`src/rtl/ro_calibration_controller.sv`:
```
// Ring-oscillator bank calibration sequencer: measures each oscillator over a fixed
// gate window of clk_50M and parks the mux on the one closest to the target count.
module ro_calibration_controller #(
  parameter int NUM_RO        = 4,
  parameter int SEL_W         = 2,
  parameter int CNT_W         = 16,
  parameter int GATE_CYCLES   = 1000,
  parameter int SETTLE_CYCLES = 16
) (
  input  logic             clk_50M,
  input  logic             rst,
  input  logic             start,
  input  logic [CNT_W-1:0] target_count,
  input  logic             ro_clk,
  output logic             ro_on,
  output logic [SEL_W-1:0] choose,
  output logic             busy,
  output logic             done,
  output logic             err,
  output logic [SEL_W-1:0] best_sel,
  output logic [CNT_W-1:0] best_count
);

  localparam int TMAX  = (GATE_CYCLES > SETTLE_CYCLES) ? GATE_CYCLES : SETTLE_CYCLES;
  localparam int TIM_W = $clog2(TMAX + 1);

  localparam logic [TIM_W-1:0] SETTLE_LAST = TIM_W'(SETTLE_CYCLES - 1);
  localparam logic [TIM_W-1:0] GATE_LAST   = TIM_W'(GATE_CYCLES - 1);
  localparam logic [SEL_W-1:0] LAST_SEL    = SEL_W'(NUM_RO - 1);
  localparam logic [CNT_W-1:0] CNT_MAX     = '1;

  typedef enum logic [2:0] {
    IDLE,
    SETTLE,
    MEASURE,
    COMPARE,
    FINISH
  } state_t;

  state_t           state;
  logic [2:0]       sync;
  logic             edge_seen;
  logic [TIM_W-1:0] timer;
  logic [CNT_W-1:0] count;
  logic [CNT_W-1:0] target;
  logic [CNT_W-1:0] best_diff;
  logic [CNT_W-1:0] diff;

  // Two flops for metastability, the third remembers the previous level for edge detection.
  always_ff @(posedge clk_50M or negedge rst) begin
    if (!rst) begin
      sync <= '0;
    end else begin
      sync <= {sync[1:0], ro_clk};
    end
  end

  assign edge_seen = sync[1] & ~sync[2];

  // Absolute distance from target, ordered so the subtraction never wraps.
  assign diff = (count >= target) ? (count - target) : (target - count);

  always_ff @(posedge clk_50M or negedge rst) begin
    if (!rst) begin
      state      <= IDLE;
      timer      <= '0;
      count      <= '0;
      target     <= '0;
      best_diff  <= '0;
      ro_on      <= 1'b0;
      choose     <= '0;
      busy       <= 1'b0;
      done       <= 1'b0;
      err        <= 1'b0;
      best_sel   <= '0;
      best_count <= '0;
    end else begin
      done <= 1'b0;
      case (state)
        IDLE: begin
          if (start) begin
            target <= target_count;
            err    <= 1'b0;
            choose <= '0;
            ro_on  <= 1'b1;
            busy   <= 1'b1;
            timer  <= '0;
            count  <= '0;
            state  <= SETTLE;
          end
        end

        SETTLE: begin
          count <= '0;
          if (timer == SETTLE_LAST) begin
            timer <= '0;
            state <= MEASURE;
          end else begin
            timer <= timer + TIM_W'(1);
          end
        end

        MEASURE: begin
          if (edge_seen && (count != CNT_MAX)) begin
            count <= count + CNT_W'(1);
          end
          if (timer == GATE_LAST) begin
            timer <= '0;
            state <= COMPARE;
          end else begin
            timer <= timer + TIM_W'(1);
          end
        end

        COMPARE: begin
          // Strict less-than keeps the lowest index on ties; index 0 always seeds the best.
          if ((choose == '0) || (diff < best_diff)) begin
            best_sel   <= choose;
            best_count <= count;
            best_diff  <= diff;
          end
          if (choose == LAST_SEL) begin
            state <= FINISH;
          end else begin
            choose <= choose + SEL_W'(1);
            state  <= SETTLE;
          end
        end

        FINISH: begin
          choose <= best_sel;
          done   <= 1'b1;
          err    <= (best_count == '0);
          ro_on  <= (best_count != '0);
          busy   <= 1'b0;
          state  <= IDLE;
        end

        default: state <= IDLE;
      endcase
    end
  end

endmodule

```
`config.mk`:
```
export PLATFORM = sky130hd
export DESIGN_NAME = ro_calibration_controller
export DESIGN_NICKNAME = d
export VERILOG_FILES = /design/src/rtl/ro_calibration_controller.sv
export SDC_FILE = /design/constraint.sdc
export NUM_CORES = 1
export LEC_CHECK = 0
export CORE_MARGIN = 2
export CORE_UTILIZATION = 25
export DETAILED_ROUTE_END_ITERATION = 12
export PLACE_DENSITY = 0.46
export REMOVE_ABC_BUFFERS = 1
export SYNTH_ARGS = -nofsm -noshare
export SYNTH_HDL_FRONTEND = slang
export SYNTH_SLANG_ARGS = --single-unit
export TNS_END_PERCENT = 30
```
`constraint.sdc`:
```
create_clock -name clk_50M -period 5.2 [get_ports clk_50M]
set_input_delay 0.78 -clock clk_50M [delete_from_list [all_inputs] [get_ports clk_50M]]
set_output_delay 0.78 -clock clk_50M [all_outputs]
set_load 0.05 [all_outputs]
```
# [Yosys cells after proc, flatten, opt, wreduce, memory -nomap -nowiden]
# Index checks and enable logic that the tools add are counted.
[word_totals] ff_bits=88 elab_cells=73 in_bits=20
[classes] magnitude_cmp=2 add_sub_neg=5 eq_ne=13 reduce_logical=16 n_bitwise=2 muxes=22
[op_table] operator="$mux W16" count=3
[op_table] operator="$pmux W16 S3" count=1
[op_table] operator="$sub A16 B16 Y16" count=2
[op_table] operator="$mux W10" count=3
[op_table] operator="$pmux W10 S3" count=1
[op_table] operator="$add A16 B1 Y16 const B" count=1
[op_table] operator="$ge A16 B16 Y1" count=1
[op_table] operator="$logic_not A16 Y1" count=1
[op_table] operator="$lt A16 B16 Y1" count=1
[op_table] operator="$ne A16 B16 Y1 const B" count=1
[op_table] operator="$reduce_bool A16 Y1" count=1
[op_table] operator="$mux W3" count=4
[op_table] operator="$pmux W3 S4" count=1
[op_table] operator="$add A10 B1 Y10 const B" count=1
[op_table] operator="$eq A10 B10 Y1 const B" count=1
[op_table] operator="$eq A10 B4 Y1 const B" count=1
[op_table] operator="$ne A2 B2 Y1 const B" count=5
[op_table] operator="$reduce_and A3 Y1" count=3
[op_table] operator="$reduce_and A2 Y1" count=4
[op_table] operator="$eq A3 B2 Y1 const B" count=2
[op_table] operator="$pmux W1 S2" count=3
[op_table] operator="$pmux W2 S3" count=1
[op_table] operator="$reduce_bool A3 Y1" count=2
[op_table] operator="$mux W2" count=2
[op_table] operator="other kinds (12)" count=14

# [Longest topological paths before layout]
[logic_depth] ltp_word=5 ltp_mapped=20 depth_no_buf=18

# [Least setup slack after synthesis]
# OpenSTA, ideal clock, no wires.
[synth_timing] path_type="reg-to-reg" start="reg count[0]" end="reg best_diff[11]" path_stages_with_launch=18 period_less_slack_ns=4.106 path_buffers=1 slack_ns=1.094 arrival_time_ns=3.982 setup_time_ns=0.125 path_cell_list="dfrtp_1 > inv_1 > ha_1 > inv_1 > fa_1 > nand3_1 > a31oi_1 > o21ai_1 > o2111ai_2 > a2111oi_2 > nor2_1 > xor2_1 > ha_1 > a2111oi_4 > o21ai_2 > o32ai_4 > buf_6 > mux2_2"
[synth_between] elab_chain_cells=5 elab_cells_between_ends=7 classes_between="add/sub: 2; order compare: 2; mux: 1; reduce/logical: 2"
[synth_rtl] element="start, declared" line="44" rtl="logic [CNT_W-1:0] count;"
[synth_rtl] element="start signal, assigned" line="105" rtl="count <= count + CNT_W'(1);"
[synth_rtl] element="$sub A16 B16 Y16 / $ge A16 B16 Y1 (equally long branches)" line="61" rtl="assign diff = (count >= target) ? (count - target) : (target - count);"
[synth_rtl] element="$mux W16 (*)" line="61"
[synth_rtl] element="net diff[14]" line="47" rtl="logic [CNT_W-1:0] diff;"
[synth_rtl] element="$lt A16 B16 Y1 (*)" line="117" rtl="if ((choose == '0) || (diff < best_diff)) begin"
[synth_rtl] element="$logic_or A1 B1 Y1 (*)" line="117"
[synth_rtl] element="$reduce_and A2 Y1 (no source line) (*)"
[synth_rtl] element="end signal, assigned" line="120" rtl="best_diff <= diff;"
[synth_rtl] element="end, declared" line="46" rtl="logic [CNT_W-1:0] best_diff;"
# Mark *: on every way through the listed nets, which the timed path passes. The rest lies on a longest branch.
# A chain may end at the register's enable or synchronous reset.

# [Worst setup path after layout]
[layout_timing] start="reg count[0]" end="reg best_count[15]"
[layout_between] elab_chain_cells=5 elab_cells_between_ends=7 classes_between="add/sub: 2; order compare: 2; mux: 1; reduce/logical: 2"
[layout_rtl] element="$sub A16 B16 Y16 / $ge A16 B16 Y1 (equally long branches)" line="61"
[layout_rtl] element="$mux W16 (*)" line="61"
[layout_rtl] element="net diff[1]" line="47"
[layout_rtl] element="$lt A16 B16 Y1 (*)" line="117"
[layout_rtl] element="$logic_or A1 B1 Y1 (*)" line="117"
[layout_rtl] element="$reduce_and A2 Y1 (no source line) (*)"
[layout_rtl] element="end signal, assigned" line="119" rtl="best_count <= count;"
[layout_rtl] element="end, declared" line="21" rtl="output logic [CNT_W-1:0] best_count"
# Marks and branches as above.

==> metrics.md <==
| Metric | Value |
|---|---|
| # setup viols final | `0` |
| Switch Pwr | `0.000594 W` |
| Final min period | `4.70 ns` |
| Port bufs | `43` |
| Area occupied by multi-input gates | `3120 um^2` |
| Final HPWL DP | `11.3 mm` |
| Seq/Total Area, Yosys | `0.387` |
| Top Ports | `44` |
| Crit. End Element | `flop` |
| Inserted Diodes | `0` |
| Status | `completed` |
| Die Wd | `155 um` |
| Layout area overhead | `17.3%` |
| Initial Utilization | `0.253` |
| Clk_skew | `0.0133 ns` |
| Later-pin clock latency in the skew report | `0.36 ns` |
| Num CTS Buffers | `9` |
| Peak fanout along the critical path | `35` |
| Critical path class | `flop to flop` |
| Hold path startpoint | `sync[0]` |
| Number of global-route vias before repair | `4461` |
| Least-Margin Pin Slew | `1.07 ns` |
| Clock Path Buffers | `2` |
| Sw frac | `0.329` |
| Synth Flop Type | `dfrtp_1` |
| Nets | `732` |
| Detailed-routed wire length on met3 | `493 um` |
| Fin. Hold Viols | `0` |
| Design Area, Final | `6670 um^2` |
| M1 WL | `7.77 mm` |
| DIE HEIGHT | `155 um` |
| Most frequent cells in the layout | `dfrtp_1, nand2_1, inv_1` |
| FF-to-FF path depth | `17` |
| RSZ-0062 raised after global routing | `no` |
| DRT iter0 DRCs | `213` |
| Post-Syn Area | `5690 um^2` |
| First-pass GRT wire length | `24.7 mm` |
| Worst setup SP type | `flop` |
| Worst rel slew slack | `0.281` |
| Critical Path RT | `5.43 ns` |
| Flop2flop setup slack | `0.50 ns` |
| Capturing point of the worst reg2reg path | `best_count[15]` |
| Syn_area_per_cell | `9.13 um^2` |
| P_int | `0.00121 W` |
| Combinational Power Share | `0.244` |
| CTS tree | `yes` |
| DRT Pass-1 Iters | `4` |
| Post-CTS Setup Inserts | `0` |
| Fraction of layout cells with a size suffix above 1 | `0.0722` |
| Core area | `22500 um^2` |
| Syn Inst Count | `623` |
| Clk pwr share | `0.348` |
| Max frequency | `0.213 GHz` |
| Post-synthesis register bit count | `88` |
| DRT Wirelength | `14.8 mm` |
| Area of the die | `24000 um^2` |
| GP Congestion | `0.810` |
| Critical R2R Launch | `count[0]` |
| Site Rows | `55` |
| Fillcell total | `2393` |
| Worst Hold Class | `flop to flop` |
| Routed length per placed instance | `15.6 um` |
| Pin count of the biggest net entering global routing | `54` |
| Met2 Routed Length | `6.32 mm` |
| CTS H-Tree Depth | `3` |
| Grt total ovfl | `0` |
| Final period utilization | `0.903` |
| Post-synth EDFFs | `0` |
| Async SR Flop Fraction | `1.00` |
| Cts hold-fix bufs | `0` |
| WP data arrival | `4.92 ns` |
| Via count | `4385` |
| Fin. max-slew vios | `0` |
| Synth unique cells | `60` |
| Maxcap violations | `0` |
| P_leak | `2.87 nW` |
| Clk root buf | `clkbuf_16` |
| Final Hold Slack | `0.352 ns` |
| Overall Global Routing Usage | `0.131` |
| Cell Pwr Density | `271 nW/um^2` |
| Remaining antenna violation count | `0` |
| Sequential share of power | `0.407` |
| Hold endpoint | `sync[1]` |
| Setup TNS | `0 ns` |
| DP Area | `6390 um^2` |
| Register area | `2200 um^2` |
| Post-cts sizing count | `0` |
| Hold path depth | `0` |
| Post-route DRC | `0` |
| Peak VDD IR | `0.000140 V` |
| Via density | `4.62` |
| Most common cell after layout, fill and taps aside | `dfrtp_1` |
| Sink Count | `88` |
| Top layer in use | `met4` |
| YS warnings | `0` |
| Clock-pin slew on the worst setup and hold paths | `0.07 ns` |
| Initial antenna violation count | `0` |
## sequential cells by signal (all words and copies together) (netlist names)
name,flops
best_count,16
best_diff,16
best_sel,2
busy,1
choose,2
count,16
done,1
err,1
ro_on,1
state,3
sync,3
target,16
timer,10
## logic make-up (layout without fill, tap and decap cells)
family          Yosys count  after routing  synth area share
compound gates          161            161             0.185
xor+xnor                 36             36            0.0554
fa+ha+maj                52             52             0.117
buf+inv                  84            126            0.0645
flops                    88             88             0.387
mux                      22             22            0.0414
simple gates            180            180             0.149
## routing by layer
| layer | GRT usage | up-vias |
|---|---|---|
| met1 | 0.191 | 2067 |
| met3 | 0.0289 | 13 |
| li1 | - | 2239 |
| met4 | 0.0331 | 0 |
| met2 | 0.198 | 66 |
| met5 | 0 | - |
## how the worst max path moves through the flow
stage,from,end,slack (ns)
after CTS,count[0],best_diff[14],0.48
after floorplan,count[0],best_count[15],1.04
after global placement,count[0],best_count[15],0.58
final,count[0],best_count[15],0.50
after global routing,count[0],best_count[15],0.13
after detailed placement,count[0],best_diff[14],0.50
## layout make-up
cell class	count	area share
Inverter	59	0.0332
Sequential cell	88	0.330
Clock buffer	10	0.0343
Tap cell	285	0.0535
Timing Repair Buffer	51	0.0731
Multi-Input combinational cell	451	0.468
Clock inverter	6	0.00750
## synth_stat cells (3+ instances only)
master    number  area, um^2
buf_4          3        22.5
and2_1         4        25.0
xnor2_1       22         193
and3_1         4        25.0
o21ai_0       56         280
mux2_2        11         124
nor2_1        47         176
o21bai_1       5        37.5
nand4_1       12        75.1
buf_6          4        45.0
a21oi_1       46         230
nor2b_1        4        25.0
nand2_1       67         251
dfrtp_1       88        2200
xor2_1        14         123
nand3_1       18        90.1
nor4_1         6        37.5
mux2i_1       10         100
inv_1         59         221
buf_2          8        40.0
nor3_1         3        15.0
ha_1          50         626
a21o_1        13        97.6
clkbuf_1      10        37.5
o211ai_1       6        45.0
nand2b_1       3        18.8
o221ai_1       4        35.0
a211oi_1       5        37.5
## through the flow
stage	instances	setup WS [ns]	util	total power [W]
2_1_floorplan	598	1.04	-	0.00105
3_3_place_gp	934	0.584	0.284	0.00120
3_5_place_dp	934	0.503	0.284	0.00119
4_1_cts	950	0.484	0.296	0.00183
5_1_grt	950	0.125	0.296	0.00194
6_report	950	0.505	0.296	0.00181
## power by group through the flow
| stage | sequential (W) | clock (W) | combinational (W) |
|---|---|---|---|
| 2_1_floorplan | 0.000740 | 0 | 0.000312 |
| 3_3_place_gp | 0.000750 | 0 | 0.000447 |
| 3_5_place_dp | 0.000750 | 0 | 0.000441 |
| 4_1_cts | 0.000737 | 0.000649 | 0.000448 |
| 5_1_grt | 0.000741 | 0.000685 | 0.000511 |
| 6_report | 0.000737 | 0.000629 | 0.000442 |
## worst max-delay path, stage by stage (launching register included)
cell and delay (ns):
dfrtp_1 0.44, inv_1 0.12, ha_1 0.16, inv_1 0.06, fa_1 0.41, nand3_1 0.13
a31oi_1 0.11, o21ai_1 0.22, o2111a_1 0.39, buf_4 0.22, mux2_2 0.35, ha_1 0.27
a21boi_0 0.15, o21ai_0 0.11, a211o_1 0.31, a21oi_1 0.30, o32a_4 0.47, mux2_1 0.36
Power figures use the tool's default switching activity.
